## src/rtl/demux_dist_pkg.sv

```systemverilog
// Shared widths, lane count, symbol payload type and select legality helper for demux_dist.
package demux_dist_pkg;

  localparam int unsigned DEMUX_LANES  = 31;
  localparam int unsigned DEMUX_DATA_W = 2;
  localparam int unsigned DEMUX_SEL_W  = 5;
  localparam int unsigned DEMUX_CNT_W  = 8;

  localparam logic [DEMUX_SEL_W-1:0] ILLEGAL_SEL = 5'd31;

  // One incoming symbol together with its destination lane
  typedef struct packed {
    logic [DEMUX_SEL_W-1:0]  sel;
    logic [DEMUX_DATA_W-1:0] data;
  } demux_sym_t;

  // A destination is legal when it names an existing lane
  function automatic logic sel_is_legal(input logic [DEMUX_SEL_W-1:0] sel);
    return 32'(sel) < DEMUX_LANES;
  endfunction

endpackage

```

## src/rtl/demux_dist_if.sv

```systemverilog
// Input symbol handshake plus per-lane output handshakes of demux_dist.
interface demux_dist_if;
  import demux_dist_pkg::*;

  logic                                 in_valid;
  logic                                 in_ready;
  logic [DEMUX_SEL_W-1:0]               in_sel;
  logic [DEMUX_DATA_W-1:0]              in_data;
  logic [DEMUX_LANES-1:0]               out_valid;
  logic [DEMUX_LANES-1:0]               out_ready;
  logic [DEMUX_LANES*DEMUX_DATA_W-1:0]  out_data;

  // Producer of symbols and consumer of lanes
  modport master (
    output in_valid, in_sel, in_data, out_ready,
    input  in_ready, out_valid, out_data
  );

  // The demultiplexer itself
  modport slave (
    input  in_valid, in_sel, in_data, out_ready,
    output in_ready, out_valid, out_data
  );

endinterface

```

## src/rtl/demux_lane_buf.sv

```systemverilog
// One-entry valid/ready holding register for a single output lane.
module demux_lane_buf
  import demux_dist_pkg::*;
#(
  parameter int unsigned DATA_W = DEMUX_DATA_W
) (
  input  logic              clk,
  input  logic              reset,
  input  logic              load,
  input  logic [DATA_W-1:0] load_data,
  input  logic              ready,
  output logic              valid,
  output logic [DATA_W-1:0] data,
  output logic              can_load
);

  // Slot is free when empty or when the consumer takes the held symbol this cycle
  assign can_load = ~valid | ready;

  // Load wins over drain so a same-cycle drain+refill keeps valid high with new data
  always_ff @(posedge clk) begin
    if (reset) begin
      valid <= 1'b0;
      data  <= '0;
    end else if (load) begin
      valid <= 1'b1;
      data  <= load_data;
    end else if (ready) begin
      valid <= 1'b0;
    end
  end

endmodule

```

## src/rtl/demux_dist.sv

```systemverilog
// Registered 1:31 demultiplexer: routes each symbol to its lane buffer, drops and counts illegal selects.
module demux_dist
  import demux_dist_pkg::*;
(
  input  logic                   clk,
  input  logic                   reset,
  demux_dist_if.slave            bus,
  output logic                   drop_pulse,
  output logic [DEMUX_CNT_W-1:0] drop_cnt
);

  localparam int unsigned NUM_LANES = DEMUX_LANES;
  localparam int unsigned DATA_W    = DEMUX_DATA_W;
  localparam int unsigned SEL_W     = DEMUX_SEL_W;
  localparam int unsigned SEL_SPAN  = 1 << SEL_W;
  localparam int unsigned PAD       = SEL_SPAN - NUM_LANES;

  demux_sym_t              sym;
  logic                    sel_legal;
  logic                    accept;
  logic                    drop_evt;
  logic [NUM_LANES-1:0]    can_load;
  logic [NUM_LANES-1:0]    load;
  logic [SEL_SPAN-1:0]     ready_map;

  // Ready mux over every select code; codes with no lane always accept (and drop)
  always_comb begin
    sym          = '{sel: bus.in_sel, data: bus.in_data};
    sel_legal    = sel_is_legal(sym.sel);
    ready_map    = {{PAD{1'b1}}, can_load};
    bus.in_ready = ready_map[sym.sel];
    accept       = bus.in_valid & bus.in_ready;
    drop_evt     = bus.in_valid & ~sel_legal;
  end

  // One holding register per lane; only the addressed lane loads
  for (genvar i = 0; i < NUM_LANES; i++) begin : g_lane
    assign load[i] = accept & (sym.sel == SEL_W'(i));

    demux_lane_buf #(.DATA_W(DATA_W)) u_buf (
      .clk       (clk),
      .reset     (reset),
      .load      (load[i]),
      .load_data (sym.data),
      .ready     (bus.out_ready[i]),
      .valid     (bus.out_valid[i]),
      .data      (bus.out_data[i*DATA_W +: DATA_W]),
      .can_load  (can_load[i])
    );
  end

  // Drop pulse and saturating drop counter
  always_ff @(posedge clk) begin
    if (reset) begin
      drop_pulse <= 1'b0;
      drop_cnt   <= '0;
    end else begin
      drop_pulse <= drop_evt;
      if (drop_evt && (drop_cnt != '1)) begin
        drop_cnt <= drop_cnt + DEMUX_CNT_W'(1);
      end
    end
  end

endmodule
```

## src/flat_wrapper.sv

```systemverilog
// flat-port wrapper written by rule: the top's interface ports become plain ports
module demux_dist_flat import demux_dist_pkg::*;
  (clk, reset, drop_pulse, drop_cnt, bus_in_valid, bus_in_sel, bus_in_data, bus_out_ready, bus_in_ready, bus_out_valid, bus_out_data);
  demux_dist_if bus_i ();
  input  logic clk;
  input  logic reset;
  output logic drop_pulse;
  output logic [DEMUX_CNT_W-1:0] drop_cnt;
  input wire logic [$bits(bus_i.in_valid)-1:0] bus_in_valid;
  input wire logic [$bits(bus_i.in_sel)-1:0] bus_in_sel;
  input wire logic [$bits(bus_i.in_data)-1:0] bus_in_data;
  input wire logic [$bits(bus_i.out_ready)-1:0] bus_out_ready;
  output wire logic [$bits(bus_i.in_ready)-1:0] bus_in_ready;
  output wire logic [$bits(bus_i.out_valid)-1:0] bus_out_valid;
  output wire logic [$bits(bus_i.out_data)-1:0] bus_out_data;
  assign bus_i.in_valid = bus_in_valid;
  assign bus_i.in_sel = bus_in_sel;
  assign bus_i.in_data = bus_in_data;
  assign bus_i.out_ready = bus_out_ready;
  assign bus_in_ready = bus_i.in_ready;
  assign bus_out_valid = bus_i.out_valid;
  assign bus_out_data = bus_i.out_data;
  demux_dist u_core (.clk(clk), .reset(reset), .bus(bus_i), .drop_pulse(drop_pulse), .drop_cnt(drop_cnt));
endmodule
```

## config.mk

```make
export PLATFORM = sky130hd
export DESIGN_NAME = demux_dist_flat
export DESIGN_NICKNAME = d
export VERILOG_FILES = /design/src/rtl/demux_dist_pkg.sv /design/src/rtl/demux_dist_if.sv /design/src/rtl/demux_lane_buf.sv /design/src/rtl/demux_dist.sv /design/src/flat_wrapper.sv
export SDC_FILE = /design/constraint.sdc
export NUM_CORES = 1
export LEC_CHECK = 0
export CORE_ASPECT_RATIO = 1.2
export CORE_MARGIN = 2
export CORE_UTILIZATION = 34
export CTS_BUF_LIST = sky130_fd_sc_hd__clkbuf_4 sky130_fd_sc_hd__clkbuf_8 sky130_fd_sc_hd__clkbuf_16
export DETAILED_ROUTE_END_ITERATION = 6
export PLACE_DENSITY = 0.58
export SETUP_SLACK_MARGIN = 0.4
export SYNTH_ARGS = -nofsm -noshare
export SYNTH_HDL_FRONTEND = slang
export SYNTH_HIERARCHICAL = 1
export SYNTH_SLANG_ARGS = --single-unit
```

## constraint.sdc

```tcl
create_clock -name clk -period 5.05 [get_ports clk]
set_input_delay 1.01 -clock clk [delete_from_list [all_inputs] [get_ports clk]]
set_output_delay 1.01 -clock clk [all_outputs]
set_load 0.02 [all_outputs]
```

==> impl_metrics.csv, run 1 <==
group,metric,value,unit
yosys,synth.top_cell.area_share,0.460,
layout,drive_gt1_frac,0.108,
run_status,status,"finished, final reports clean",
die,initial_utilization,0.349,
yosys,synth_ff_type,"dfxtp_1",
clock_network,cts_tree,"done",
detailed_routing,drc_errors,0,
detailed_routing,ant_nets,0,
clock_network,numCtsBuffers,9,
yosys,syn_avg_cell_area,9.90,sq um
clock_network,cts.clk_slew.worst_paths,0.07,ns
timing,setup_viol,0,
setup_path,end_kind,"output pin",
grt,grt_max_degree,57,
power,p_leak,0.00219,uW
timing,whs,0.496,ns
grt,grt_pass1_wl,19500,um
hold_path,hold_path.class,"flip-flop to flip-flop",
grt,antenna_found_initial,0,
yosys,syn_nets,491,
detailed_routing,finalWirelength,12500,um
power,powerDensity,266,nW/um^2
yosys,synth_edf_count,0,
die,core-area,12700,sq um
die,die_x,108,um
grt,grt_pass1_vias,3744,
yosys,synth.largest_area_cell,"dfxtp_1",
yosys,synth_seq_cells,102,
setup_path,start_kind,"input pin",
layout,diodes,0,
yosys,synthCells,449,
placed_design,io_buffer_count,143,
clock_network,clock_sinks,102,
yosys,async_flop_share,0,
yosys,syn_area,4440,sq um
timing,tns,0,ns
timing,slew_headroom,0.430,
yosys,yosys-top-cells-count,"102 x dfxtp_1, 78 x nor2_1, 66 x mux2i_1",
yosys,synth.yosys.seq_area_share,0.460,
setup_path,critical_path_class,"input pin to output pin",
timing,min_period,4.44,ns
detailed_routing,drt-initial-drc-count,139,
power,peakVddDrop,0.207,mV
detailed_routing,drt-pass1-iter-count,5,
setup_path,crit_required,4.04,ns
layout,fin_area,6400,sq um
yosys,ys_top_cells_by_area,"dfxtp_1 46%, mux2i_1 15%, nand2b_4 9.6%",
clock_network,cts_max_level,3,
job,maxCapViolations,0,
detailed_routing,wl_per_cell,16.3,um
die,die_h,129,um
setup_path,cp.arrival,3.43,ns
clock_network,cts_root_buf,"clkbuf_16",
layout,finish.utilization,0.503,
clock_network,cts.path.max_buffers,2,
timing,fin_worst_skew,0.00682,ns
detailed_routing,vias,3733,
yosys,ys_types,39,
layout,nNetsFinal,641,
grt,gr-total-overflow,0,
layout,fill_cells,1218,
power,finalPower,1700,uW
detailed_routing,avgViaCountPerCell,4.86,
timing,fmax,225,MHz
placed_design,place_congestion,0.905,
grt,track_usage,0.183,
timing,maxSlewViolCount,0,
timing,rsz0062_at_grt,"no",
setup_path,path_max_fanout,3,
die,dieArea,14000,sq um
timing,hold_viol,0,
clock_network,insertion_delay,0.34,ns
yosys,synth_warnings,6,
layout,syn_to_final_growth,44.2,%
timing,period_share,0.880,
placed_design,place_hpwl,9220,um
placed_design,placed_area,6070,sq um
yosys,synth_most_common_cell,"dfxtp_1",
timing,worstMarginPinSlew,0.847,ns
die,rows,45,
die,io_pins,144,
-- through the flow --
stage,std cells,setup WS [ns]
finish,768,0.607
global route,768,0.539
CTS,768,0.462
detailed placement,752,0.481
global placement,752,0.558
floorplan,449,1.50
-- routing by layer --
layer,GRT usage,part of all wire,vias up
met1,0.225,0.43,1765
met5,0,0,-
met3,0.0392,0.055,19
met4,0.0837,0.023,0
li1,-,-,1840
met2,0.305,0.49,109
-- final timing paths --
path,from,end,slack [ns],cells past startpoint
worst max register to register,u_core/g_lane[22].u_buf/valid,u_core/g_lane[21].u_buf/data[0],2.75,7
worst max-delay path,bus_in_sel[0],bus_in_ready,0.61,6
worst min-delay path,u_core/g_lane[12].u_buf/data[1],u_core/g_lane[12].u_buf/data[1],0.50,2
worst min register to register,u_core/g_lane[12].u_buf/data[1],u_core/g_lane[12].u_buf/data[1],0.50,2
-- worst max-delay path, stage by stage --
cell             delay [ns]
clkdlybuf4s50_1        0.55
mux4_1                 0.64
a22o_1                 0.26
a211oi_1               0.28
nor4_1                 0.11
clkdlybuf4s50_1        0.58
-- cells by family (layout without fill, tap and decap cells) --
family / after synthesis / in the layout / synth area share
buffers and inverters: 44 / 199 / 0.0403
multiplexers: 74 / 74 / 0.183
AND/OR/NAND/NOR: 176 / 176 / 0.249
flip-flops: 102 / 102 / 0.460
adder cells (fa/ha/maj): 1 / 1 / 0.00282
AO/OA/AOI/OAI: 52 / 52 / 0.0651
-- cells in the final DEF (no fill, tap or decap), drive strengths merged, types with 2 or more instances in the layout --
cell type	netlist	layout
dlymetal6s2s	0	2
or4	4	4
nor4	5	5
nor2b	4	4
mux2	3	3
mux4	5	5
nand2b	34	34
inv	34	34
bufinv	0	2
nor2	78	78
mux2i	66	66
clkdlybuf4s50	0	140
a21oi	38	38
and2	3	3
nand2	9	9
nor3	20	20
clkbuf	3	13
nand3	8	8
a22oi	2	2
o31ai	4	4
o21ai	4	4
buf	7	7
nand4	3	3
or3	4	4
dfxtp	102	102
-- state kept, by name (all words and copies together) (netlist names) --
name and flops:
u_core/g_lane.u_buf/data 62, u_core/g_lane.u_buf/valid 31, u_core/drop_cnt 8, u_core/drop_pulse 1
-- repair_timing --
item,in CTS,in global routing
buffers inserted,0,0
hold buffers,0,0
gates resized for setup,0,2
endpoints found under the setup margin,0,1
-- power by group --
| part | internal, uW | switching, uW | leakage (uW) |
|---|---|---|---|
| clock network | 465 | 290 | 0.000160 |
| logic | 66.6 | 67.6 | 0.00120 |
| registers | 810 | 4.31 | 0.000822 |
| total | 1340 | 362 | 0.00219 |
-- final cells by class --
cell class              count  area [sq um]  area share
multi-input cells         303          2220       0.347
repair buffers            149          1480       0.231
flip-flops and latches    102          2040       0.319
clock inverters             3          67.6      0.0105
inverters                  34           128      0.0199
well taps                 164           205      0.0320
clock buffers              13           262      0.0408
Power figures use the tool's default switching activity.
==> inputs of run 2 (changes only) <==
--- a/config.mk
+++ b/config.mk
@@ -9,6 +9,7 @@
 export CORE_MARGIN = 2
 export CORE_UTILIZATION = 34
 export CTS_BUF_LIST = sky130_fd_sc_hd__clkbuf_4 sky130_fd_sc_hd__clkbuf_8 sky130_fd_sc_hd__clkbuf_16
+export CTS_CLUSTER_SIZE = 12
 export DETAILED_ROUTE_END_ITERATION = 6
 export PLACE_DENSITY = 0.58
 export SETUP_SLACK_MARGIN = 0.4
==> results of run 2 <==
The final DEF is identical to that of run 1; final timing and power are the same.
